<file path="config.mk">
export PLATFORM = sky130hd
export DESIGN_NAME = ram_host_adapter
export DESIGN_NICKNAME = d
export VERILOG_FILES = /design/src/rtl/ram_host_adapter.sv
export SDC_FILE = /design/constraint.sdc
export NUM_CORES = 1
export LEC_CHECK = 0
export BUFFER_PORTS_ARGS = -buffer_cell sky130_fd_sc_hd__buf_2
export CAP_MARGIN = 20
export CORE_MARGIN = 3
export CORE_UTILIZATION = 29
export DETAILED_ROUTE_END_ITERATION = 6
export PLACE_DENSITY_LB_ADDON = 0.25
export SYNTH_ARGS = -nofsm -noshare
export SYNTH_HDL_FRONTEND = slang
export SYNTH_SLANG_ARGS = --single-unit
</file>
<file path="constraint.sdc">
create_clock -name clk -period 2.9 [get_ports clk]
set_clock_uncertainty 0.15 [all_clocks]
set_input_delay 0 -clock clk [delete_from_list [all_inputs] [get_ports clk]]
set_output_delay 0 -clock clk [all_outputs]
set_load 0.02 [all_outputs]
</file>
<file path="src/rtl/ram_host_adapter.sv">
// Host front end for a dual-port RAM: zero-fills the array after reset, then
// serves posted writes through a small FIFO and reads through a fixed-latency pipe.
`timescale 1ns/1ps
module ram_host_adapter #(
  parameter int ADDR_W     = 4,
  parameter int DATA_W     = 8,
  parameter int FIFO_DEPTH = 4,
  parameter int RD_LAT     = 1,
  parameter logic [DATA_W-1:0] INIT_VAL = '0
) (
  input  logic              clk,
  input  logic              rst,
  input  logic              hw_valid,
  output logic              hw_ready,
  input  logic [ADDR_W-1:0] hw_addr,
  input  logic [DATA_W-1:0] hw_data,
  input  logic              hr_valid,
  output logic              hr_ready,
  input  logic [ADDR_W-1:0] hr_addr,
  output logic              hr_rsp_valid,
  output logic [DATA_W-1:0] hr_rsp_data,
  output logic              init_done,
  output logic              wr_enb,
  output logic [ADDR_W-1:0] wr_addr,
  output logic [DATA_W-1:0] wr_data,
  output logic              rd_enb,
  output logic [ADDR_W-1:0] rd_addr,
  input  logic [DATA_W-1:0] rd_data
);

  localparam int PTR_W = $clog2(FIFO_DEPTH);
  localparam logic [PTR_W:0] FULL_CNT = (PTR_W+1)'(FIFO_DEPTH);

  typedef enum logic {INIT, RUN} state_t;

  state_t              state, state_nxt;
  logic [ADDR_W-1:0]   init_cnt;
  logic [ADDR_W-1:0]   fifo_addr [FIFO_DEPTH];
  logic [DATA_W-1:0]   fifo_data [FIFO_DEPTH];
  logic [PTR_W-1:0]    wptr, rptr;
  logic [PTR_W:0]      count;
  logic                fifo_empty, fifo_full;
  logic                push, pop, rd_accept;
  logic [ADDR_W-1:0]   head_addr;
  logic [DATA_W-1:0]   head_data;
  logic                wr_enb_nxt;
  logic [ADDR_W-1:0]   wr_addr_nxt;
  logic [DATA_W-1:0]   wr_data_nxt;
  logic [RD_LAT-1:0]   vld_p;

  assign fifo_empty = (count == '0);
  assign fifo_full  = (count == FULL_CNT);
  assign hw_ready   = !fifo_full;
  assign push       = hw_valid & hw_ready;
  // An empty FIFO forwards the incoming write straight to the RAM port.
  assign pop        = (state == RUN) & (!fifo_empty | push);
  assign head_addr  = fifo_empty ? hw_addr : fifo_addr[rptr];
  assign head_data  = fifo_empty ? hw_data : fifo_data[rptr];
  // Reads wait until every accepted write has reached the RAM.
  assign hr_ready   = init_done & fifo_empty & !push;
  assign rd_accept  = hr_valid & hr_ready;

  always_ff @(posedge clk) begin
    if (rst) state <= INIT;
    else     state <= state_nxt;
  end

  always_comb begin
    state_nxt = state;
    if (state == INIT && init_cnt == {ADDR_W{1'b1}}) state_nxt = RUN;
  end

  always_comb begin
    wr_enb_nxt  = 1'b0;
    wr_addr_nxt = '0;
    wr_data_nxt = '0;
    case (state)
      INIT: begin
        wr_enb_nxt  = 1'b1;
        wr_addr_nxt = init_cnt;
        wr_data_nxt = INIT_VAL;
      end
      RUN: begin
        if (pop) begin
          wr_enb_nxt  = 1'b1;
          wr_addr_nxt = head_addr;
          wr_data_nxt = head_data;
        end
      end
      default: ;
    endcase
  end

  always_ff @(posedge clk) begin
    if (rst) begin
      init_cnt <= '0;
      wptr     <= '0;
      rptr     <= '0;
      count    <= '0;
    end else begin
      if (state == INIT) init_cnt <= init_cnt + 1'b1;
      if (push) wptr <= wptr + 1'b1;
      if (pop)  rptr <= rptr + 1'b1;
      case ({push, pop})
        2'b10:   count <= count + 1'b1;
        2'b01:   count <= count - 1'b1;
        default: count <= count;
      endcase
    end
  end

  always_ff @(posedge clk) begin
    if (push) begin
      fifo_addr[wptr] <= hw_addr;
      fifo_data[wptr] <= hw_data;
    end
  end

  // Stage p0: registered RAM ports
  always_ff @(posedge clk) begin
    if (rst) begin
      wr_enb    <= 1'b0;
      wr_addr   <= '0;
      wr_data   <= '0;
      rd_enb    <= 1'b0;
      rd_addr   <= '0;
      init_done <= 1'b0;
    end else begin
      wr_enb    <= wr_enb_nxt;
      wr_addr   <= wr_addr_nxt;
      wr_data   <= wr_data_nxt;
      rd_enb    <= rd_accept;
      if (rd_accept) rd_addr <= hr_addr;
      init_done <= (state == RUN);
    end
  end

  // Stage p1..pRD_LAT: valid follows the RAM read latency, then data is captured
  always_ff @(posedge clk) begin
    if (rst) begin
      vld_p        <= '0;
      hr_rsp_valid <= 1'b0;
      hr_rsp_data  <= '0;
    end else begin
      vld_p[0] <= rd_enb;
      for (int i = 1; i < RD_LAT; i++) vld_p[i] <= vld_p[i-1];
      hr_rsp_valid <= vld_p[RD_LAT-1];
      if (vld_p[RD_LAT-1]) hr_rsp_data <= rd_data;
    end
  end

endmodule
</file>
==> impl_metrics.env <==
export IMPL_outcome="finished clean"
export IMPL_die_w_um=115
export IMPL_combPwrFrac_pct=5.3
export IMPL_final_setup_tns_ns=0
export IMPL_synth_nets=260
export IMPL_yosysWarnings=0
export IMPL_synth_area_um2=3460
export IMPL_portBuffers=57
export IMPL_rsz0062_at_grt="false"
export IMPL_synth_seq_cells=91
export IMPL_post_route_period_util_pct=85.9
export IMPL_final_cell_mix="57 x buf_2, 48 x edfxtp_1, 43 x dfxtp_1, 26 x dlygate4sd3_1, 19 x nor2_1"
export IMPL_cts_buffer_depth=2
export IMPL_synth_xor_area_share_pct=1.52
export IMPL_antenna_left=0
export IMPL_grt_overflow_total=0
export IMPL_crit_family="simple AND/OR/NAND/NOR gates"
export IMPL_cts_clk_slew_worst_paths_ns=0.06
export IMPL_crit_path_end_kind="register"
export IMPL_finalHoldViolCount=0
export IMPL_synth_top_area_share_pct=41.6
export IMPL_routedWlPerCell_um=14.3
export IMPL_synth_edf_count=48
export IMPL_syn_area_per_cell_um2=15.4
export IMPL_critPathBufInv=1
export IMPL_clock_latency_ns=0.33
export IMPL_first_iter_violations=105
export IMPL_p_sw_uw=548
export IMPL_firstDrtPassIters=4
export IMPL_grt_pass1_vias=2107
export IMPL_netlist_top_cells_area="edfxtp_1 42%, dfxtp_1 25%, mux4_1 7.6%"
export IMPL_pin_count=58
export IMPL_fillers=1084
export IMPL_grt_usage_pct=10.7
export IMPL_antenna_found_initial=0
export IMPL_critPathSlowestCell="or3b_1"
export IMPL_cts_sinks=91
export IMPL_cts_tree="done"
export IMPL_antenna_diode_count=0
export IMPL_seq_area_frac_synth_pct=66.5
export IMPL_final_common_cell="buf_2"
export IMPL_via_count=2063
export IMPL_crit_arrival_ns=2.61
export IMPL_power_density_nw_per_um2=611
export IMPL_fmax_mhz=402
export IMPL_multi_input_area_um2=1060
export IMPL_nNetsFinal=344
export IMPL_cts_root_buffer="clkbuf_16"
export IMPL_report_final_slew_viol_count=0
export IMPL_dp_hpwl_um=4140
export IMPL_ys_types=35
export IMPL_finalSetupViolations=0
export IMPL_gp_congestion=0.676
export IMPL_finalCoreUtilization_pct=38.3
export IMPL_fin_hold_ws_ns=0.0354
export IMPL_slew_headroom_pct=52.7
export IMPL_grt_max_degree=35
export IMPL_initial_utilization_pct=29.9
export IMPL_layout_setup_ws_ns=0.410
export IMPL_grt_pass1_wl_um=10700
export IMPL_coreArea_um2=11600
export IMPL_tightest_slew_ns=0.710
export IMPL_worst_path_max_fanout=10
export IMPL_async_flop_share_pct=0
export IMPL_dp_slack_ns=0.414
export IMPL_slowest_delay_ns=0.52
export IMPL_via_per_inst=4.52
export IMPL_numCtsBuffers=9
export IMPL_synth_top_family_by_area="multiplexers"
export IMPL_die_h_um=115
export IMPL_r2r_slack_ns=0.41
export IMPL_fp_row_count=39
export IMPL_drive_above_1_share_pct=24.3
export IMPL_wl_um=6540
export IMPL_synth_compound_area_share_pct=5.42
export IMPL_switching_share_pct=20.3
export IMPL_start_kind="register"
export IMPL_regArea_um2=2300
export IMPL_p_leak_uw=0.00171
export IMPL_synth_top_area_cell="edfxtp_1"
export IMPL_post_route_drc_count=0
export IMPL_hold_class="primary input to register"
export IMPL_drv_cap=0
export IMPL_synth_simple_gate_area_share_pct=8.42
export IMPL_p_int_uw=2160
export IMPL_p_seq_share_pct=52.3
export IMPL_cts_resized=0
export IMPL_synth_area_mux_share_pct=12.7
export IMPL_htree_levels=3
export IMPL_critical_path_class="register to register"
export IMPL_final_min_clock_period_ns=2.49
export IMPL_netlist_instances=225
export IMPL_ir_drop_uv=277
export IMPL_synthFlopType="edfxtp_1"
export IMPL_cp_required_ns=3.02
export IMPL_area_growth_pct=27.9
export IMPL_die_area_um2=13300
export IMPL_yosys_area_share_adder_pct=2.75
export IMPL_crit_chain="or3b_1 -> nand2_1 -> ha_1 -> inv_1 -> fa_1 -> xor2_1 -> or3_1 -> a21oi_1"
export IMPL_clock_power_share_pct=42.4
==> per-layer routing <==
layer / track usage (%) / up-vias / wire length, um
li1: - / 1002 / -
met1: 12.8 / 990 / 2900
met2: 17.3 / 65 / 3080
met3: 4.53 / 6 / 472
met4: 3.99 / 0 / 87
met5: 0 / - / 0
==> cells by family (layout without fill, tap and decap cells) <==
| family | after synthesis | after routing |
|---|---|---|
| DFF | 91 | 91 |
| and+or+nand+nor | 53 | 53 |
| muxes | 25 | 25 |
| AOI/OAI and AO/OA | 24 | 24 |
| buffers and inverters | 19 | 107 |
| adders and majority gates | 7 | 7 |
| xor gates and xnor gates | 6 | 6 |
==> final timing paths <==
check               end  cells past startpoint       start
max            count[2]                      8    count[2]
max reg2reg    count[2]                      8    count[2]
min          rd_addr[1]                      3    hr_valid
min reg2reg  rd_addr[1]                      2  rd_addr[1]
==> cell type report <==
cell class                      count  area share [%]
Inverter                            7           0.594
Timing Repair Buffer               85            12.7
Clock buffer                       11            5.48
Clock inverter                      4            1.13
Tap cell                          143            4.04
Multi-Input combinational cell    115            24.1
Sequential cell                    91            52.0
==> state kept, by name (all words and copies together), names as in the netlist, named ones only <==
register      cells
rptr              2
count             3
vld_p             1
wr_data           8
fifo_addr        16
state             1
rd_addr           4
hr_rsp_valid      1
init_cnt          4
hr_rsp_data       8
wr_enb            1
init_done         1
rd_enb            1
wptr              2
wr_addr           4
fifo_data        32
==> metrics by stage <==
step / instances / cell area [um2] / power (uW)
final: 456 / 4430 / 2700
after global routing: 456 / 4430 / 2810
after global placement: 415 / 3870 / 1560
after detailed placement: 415 / 3870 / 1560
after floorplan: 225 / 3460 / 1510
after CTS: 456 / 4430 / 2750
==> repair_timing <==
item	CTS	global route
endpoints found under the setup margin	0	0
endpoints found under the hold margin	76	0
setup buffers	0	0
hold buffers	26	0
==> worst reg2reg max path, stage by stage (launching register included) <==
cell and delay [ns]:
dfxtp_1 0.41, or3b_1 0.52, nand2_1 0.13, ha_1 0.19
inv_1 0.06, fa_1 0.37, xor2_1 0.16, or3_1 0.31
a21oi_1 0.14
==> synth_stat cells (3+ instances only) <==
library cell / instances
a221o_1: 4
a22o_1: 8
and3_1: 6
ha_1: 6
nand2b_1: 8
clkbuf_1: 6
xor2_1: 4
edfxtp_1: 48
a21oi_1: 6
nor2_1: 19
buf_2: 3
mux2i_1: 13
dfxtp_1: 43
nor2b_1: 4
inv_1: 7
and2_1: 5
mux4_1: 10
==> power groups by stage <==
stage,clock [uW],sequential (uW),combinational (uW)
2_1_floorplan,0,1440,65.2
3_3_place_gp,0,1440,118
3_5_place_dp,0,1440,120
4_1_cts,1180,1410,148
5_1_grt,1230,1420,164
6_report,1150,1410,144
Note: power is estimated with default switching activity, not from simulation.
